## config.mk

```make
export PLATFORM = sky130hd
export DESIGN_NAME = load_store_ctrl
export DESIGN_NICKNAME = d
export VERILOG_FILES = /design/src/rtl/load_store_ctrl.sv
export SDC_FILE = /design/constraint.sdc
export NUM_CORES = 1
export LEC_CHECK = 0
export ABC_CLOCK_PERIOD_IN_PS = 2120
export BUFFER_PORTS_ARGS = -buffer_cell sky130_fd_sc_hd__buf_2
export CAP_MARGIN = 20
export CORE_UTILIZATION = 46
export CTS_BUF_LIST = sky130_fd_sc_hd__clkbuf_8
export DETAILED_ROUTE_END_ITERATION = 10
export PLACE_DENSITY = 0.82
export SYNTH_ARGS = -nofsm -noshare
export SYNTH_HDL_FRONTEND = slang
export SYNTH_SLANG_ARGS = --single-unit
```

## constraint.sdc

```tcl
create_clock -name clk -period 2.12 [get_ports clk]
set_input_delay 0.318 -clock clk [delete_from_list [all_inputs] [get_ports clk]]
set_output_delay 0.318 -clock clk [all_outputs]
set_load 0.05 [all_outputs]
```

## src/rtl/load_store_ctrl.sv

```systemverilog
// Load/store controller: aligns, checks and issues one memory access at a time,
// then returns the extended load result or an error pulse.
module load_store_ctrl (
  input  logic        clk,
  input  logic        rst_n,
  input  logic        req_valid,
  output logic        req_ready,
  input  logic        req_we,
  input  logic [2:0]  req_option,
  input  logic [31:0] req_addr,
  input  logic [31:0] req_wdata,
  output logic        mem_valid,
  input  logic        mem_ready,
  output logic        mem_we,
  output logic [31:0] mem_addr,
  output logic [3:0]  mem_be,
  output logic [31:0] mem_wdata,
  input  logic        mem_rvalid,
  input  logic [31:0] mem_rdata,
  output logic        rsp_valid,
  output logic [31:0] rsp_data,
  output logic        rsp_err
);

  typedef enum logic [1:0] {
    S_IDLE,
    S_ISSUE,
    S_WAIT,
    S_RESP
  } state_e;

  localparam logic [2:0] OPT_W  = 3'b000;
  localparam logic [2:0] OPT_HS = 3'b001;
  localparam logic [2:0] OPT_HU = 3'b010;
  localparam logic [2:0] OPT_BS = 3'b011;
  localparam logic [2:0] OPT_BU = 3'b100;

  state_e      state_q, state_d;
  logic        we_q, we_d;
  logic [2:0]  opt_q, opt_d;
  logic [31:0] addr_q, addr_d;
  logic [31:0] wdata_q, wdata_d;
  logic [31:0] rsp_data_q, rsp_data_d;
  logic        rsp_err_q, rsp_err_d;

  function automatic logic acc_err(
    input logic [2:0] opt,
    input logic [1:0] off
  );
    logic e;
    case (opt)
      OPT_W:          e = (off != 2'b00);
      OPT_HS, OPT_HU: e = off[0];
      OPT_BS, OPT_BU: e = 1'b0;
      default:        e = 1'b1;
    endcase
    return e;
  endfunction

  function automatic logic [3:0] acc_be(
    input logic [2:0] opt,
    input logic [1:0] off
  );
    logic [3:0] be;
    case (opt)
      OPT_W:          be = 4'b1111;
      OPT_HS, OPT_HU: be = 4'b0011 << off;
      default:        be = 4'b0001 << off;
    endcase
    return be;
  endfunction

  function automatic logic [31:0] acc_wdata(
    input logic [2:0]  opt,
    input logic [31:0] wd
  );
    logic [31:0] r;
    case (opt)
      OPT_W:          r = wd;
      OPT_HS, OPT_HU: r = {2{wd[15:0]}};
      default:        r = {4{wd[7:0]}};
    endcase
    return r;
  endfunction

  // Shift the addressed lane down to bit 0, then extend to 32 bits.
  function automatic logic [31:0] ld_ext(
    input logic [2:0]  opt,
    input logic [1:0]  off,
    input logic [31:0] rd
  );
    logic [31:0] sh;
    logic [31:0] r;
    sh = rd >> {off, 3'b000};
    case (opt)
      OPT_W:   r = sh;
      OPT_HS:  r = {{16{sh[15]}}, sh[15:0]};
      OPT_HU:  r = {16'h0000, sh[15:0]};
      OPT_BS:  r = {{24{sh[7]}}, sh[7:0]};
      OPT_BU:  r = {24'h000000, sh[7:0]};
      default: r = 32'h0000_0000;
    endcase
    return r;
  endfunction

  always_ff @(posedge clk or negedge rst_n) begin
    if (!rst_n) begin
      state_q    <= S_IDLE;
      we_q       <= 1'b0;
      opt_q      <= 3'b000;
      addr_q     <= 32'h0;
      wdata_q    <= 32'h0;
      rsp_data_q <= 32'h0;
      rsp_err_q  <= 1'b0;
    end else begin
      state_q    <= state_d;
      we_q       <= we_d;
      opt_q      <= opt_d;
      addr_q     <= addr_d;
      wdata_q    <= wdata_d;
      rsp_data_q <= rsp_data_d;
      rsp_err_q  <= rsp_err_d;
    end
  end

  always_comb begin
    state_d    = state_q;
    we_d       = we_q;
    opt_d      = opt_q;
    addr_d     = addr_q;
    wdata_d    = wdata_q;
    rsp_data_d = rsp_data_q;
    rsp_err_d  = rsp_err_q;
    unique case (state_q)
      S_IDLE: begin
        rsp_err_d  = 1'b0;
        rsp_data_d = 32'h0;
        if (req_valid) begin
          we_d    = req_we;
          opt_d   = req_option;
          addr_d  = req_addr;
          wdata_d = req_wdata;
          if (acc_err(req_option, req_addr[1:0])) begin
            rsp_err_d = 1'b1;
            state_d   = S_RESP;
          end else begin
            state_d   = S_ISSUE;
          end
        end
      end
      S_ISSUE: begin
        if (mem_ready) begin
          state_d = we_q ? S_RESP : S_WAIT;
        end
      end
      S_WAIT: begin
        if (mem_rvalid) begin
          rsp_data_d = ld_ext(opt_q, addr_q[1:0], mem_rdata);
          state_d    = S_RESP;
        end
      end
      S_RESP: begin
        state_d = S_IDLE;
      end
      default: begin
        state_d = S_IDLE;
      end
    endcase
  end

  assign req_ready = (state_q == S_IDLE);
  assign mem_valid = (state_q == S_ISSUE);
  assign mem_we    = (state_q == S_ISSUE) && we_q;
  assign mem_addr  = {addr_q[31:2], 2'b00};
  assign mem_be    = acc_be(opt_q, addr_q[1:0]);
  assign mem_wdata = acc_wdata(opt_q, wdata_q);
  assign rsp_valid = (state_q == S_RESP);
  assign rsp_data  = rsp_data_q;
  assign rsp_err   = rsp_err_q;

endmodule
```

==> flow_metrics.tcl <==
set metrics [dict create \
    crit_buf_inv 1 \
    cp-end-kind "output port" \
    drc 0 \
    synthTopCellsByArea "dfrtp_1, mux2_2, buf_4" \
    place_area_sq_mm 0.006332 \
    worstSetupPathType "flip-flop to output port" \
    finalSetupViolCount 0 \
    root_buffer "clkbuf_8" \
    grt_pass1_wl_mm 21.28 \
    cp.depth 3 \
    dp_hpwl_mm 10.03 \
    cts_tree "done" \
    tightest_slew_ps 572.5 \
    hold_viol_final 0 \
    h-tree-depth 3 \
    rsz0062_at_grt "yes" \
    status "completed" \
    start_util_pct 48.22 \
    place.port_buffers 207 \
    drtIter0Drc 204 \
    fp.dieH_um 109.8 \
    first_pass_iters 4 \
    vias_per_cell 5.418 \
    critical-path-max-stage-delay_ps 470 \
    hold_path_class "primary input to flip-flop" \
    worstPathMaxFanout 8 \
    ys_seq_elements 103 \
    clock_path_buffers 2 \
    grt_usage_pct 23.58 \
    filler_cell_count 916 \
    antenna_found_initial 0 \
    cts_buffers 9 \
    synth_top_area_share_pct 48.25 \
    r2r-end "rsp_data[26]" \
    yosys_warnings 0 \
    syn_inst 475 \
    wl_met1_mm 5.648 \
    grt_pass1_vias 4206 \
    ys_seq_area_share_pct 48.25 \
    cp-start-kind "flip-flop" \
    num_vias 4329 \
    skew_ps 4.302 \
    place_congestion 0.8546 \
    r2r_slack_ps 150 \
    synthArstFlopShare_pct 100.0 \
    path_cells "or2_2, o211ai_1, buf_2" \
    synth.most_common_cell "dfrtp_1" \
    timing.rr.start "addr_q[0]" \
    area_growth_pct 26.73 \
    endpoint "mem_wdata[24]" \
    fin_util_pct 61.10 \
    synth-edff-count 0 \
    yosysUniqueCellTypes 41 \
    die_w_um 109.8 \
    max_freq_mhz 486.5 \
    synth-main-ff-cell "dfrtp_1" \
    nets 764 \
    worst_ep_required_time_ps 1800 \
    wl_met2_mm 7.128 \
    synth_top_cell_by_area "dfrtp_1" \
    clock-sinks 103 \
    grt_max_degree 70 \
    top_layer_used "met4" \
    io_pins 210 \
    diodes 0 \
    coreArea_sq_mm 0.01108 \
    crit_start "opt_q[1]" \
    cp_slowest_cell "dfrtp_2" \
    die_area_sq_mm 0.01205 \
    crit_family "flip-flops" \
    std_cell_rows 38 \
    fin_crit_sh_pct 96.96 \
    reg2regPathDepth 5 \
    stdcell_area_sq_mm 0.006769 \
    path_clk_slew_ps 90 \
    synthTopCellsByCount "dfrtp_1, mux2_2, nand2_1" \
    wl_met3_um 933 \
    netlist_area_sq_mm 0.005341 \
    cap_violations 0 \
    wl_per_cell_um 17.39 \
    worstSkewPairLatency_ps 370 \
    wl_mm 13.90 \
    max-slew-margin-rel_pct 61.84 \
    fin_crit_ps 2056 \
    ant_nets 0 \
    overflow 0 \
    arrival_ps 1740 \
    drive_above_1_share_pct 53.72 \
    slew_violations 0 \
    syn_avg_cell_area_sq_um 11.24 \
]
through the flow:
step | cells | worst slack, ps | TNS, ps | hold slack (ps)
finish | 799 | 64.36 | 0 | 167.7
global route | 799 | -41.56 | -143.0 | 151.0
CTS | 795 | 11.68 | 0 | 147.7
detailed placement | 773 | 72.98 | 0 | 348.1
global placement | 773 | 187.2 | 0 | 331.6
floorplan | 476 | -61.92 | -61.92 | 22.41
sequential cells by signal (all words and copies together) (netlist names):
register,flops
we_q,1
addr_q,32
wdata_q,32
opt_q,3
rsp_data,32
state_q,2
rsp_err,1
worst min path at each step:
stage | from | to | cells past startpoint
6_report | req_wdata[3] | wdata_q[3] | 2
5_1_grt | req_wdata[7] | wdata_q[7] | 2
4_1_cts | req_addr[18] | addr_q[18] | 2
3_5_place_dp | rst_n | addr_q[28] | 1
3_3_place_gp | rst_n | addr_q[28] | 1
2_1_floorplan | rst_n | addr_q[0] | 0
worst reg2reg max path: stages (launching register included):
cell	delay, ps
dfrtp_2	390
buf_4	140
mux4_2	510
and4b_1	230
a22o_4	300
a221o_1	290
cells in the final DEF, fill, tap and decap left out, drive strengths merged, types with 2 or more instances in the layout:
master  instances
maj3            3
nand3b          8
ha              4
inv             8
a21oi          17
nand2          60
o31ai           2
nor2b           3
a22o           10
buf           232
mux2           84
o211ai          8
nor2           11
o21ai          29
nor3            2
clkbuf         17
conb            2
o22ai           2
a221o          16
dfrtp         103
mux2i          23
cells by family (layout without fill, tap and decap cells):
logic type	Yosys count	count (layout)	share of synthesized area, %
compound gates	88	88	11.36
fa+ha+maj	7	7	1.499
buf+inv	76	259	8.480
flops	103	103	48.25
mux	108	108	22.44
other cells	1	2	0.07021
simple gates	92	92	7.894
cell type report:
class | count | area, sq um | area share [%]
clock buffers | 12 | 165.2 | 2.440
clock inverters | 3 | 11.26 | 0.1664
inverters | 5 | 18.77 | 0.2773
multi-input cells | 297 | 2351 | 34.73
flip-flops and latches | 103 | 2584 | 38.17
well taps | 140 | 175.2 | 2.588
repair buffers | 239 | 1464 | 21.63
metal layers:
layer | vias to the layer above | GRT usage [%]
met3 | 17 | 5.691
met1 | 2113 | 28.28
met5 | - | 0
li1 | 2017 | -
met4 | 0 | 8.190
met2 | 182 | 41.24
repair_timing:
item / in CTS / in global routing
hold buffers: 1 / 0
gates resized for setup: 23 / 36
pin swaps: 1 / 1
hold endpoints to repair: 41 / 0
gates cloned: 1 / 0
setup endpoints to repair: 28 / 31
setup buffers: 5 / 4
Power is left out: the tool's default activity adds up to more than one toggle a clock period on the data nets, which glitch-free logic cannot reach.
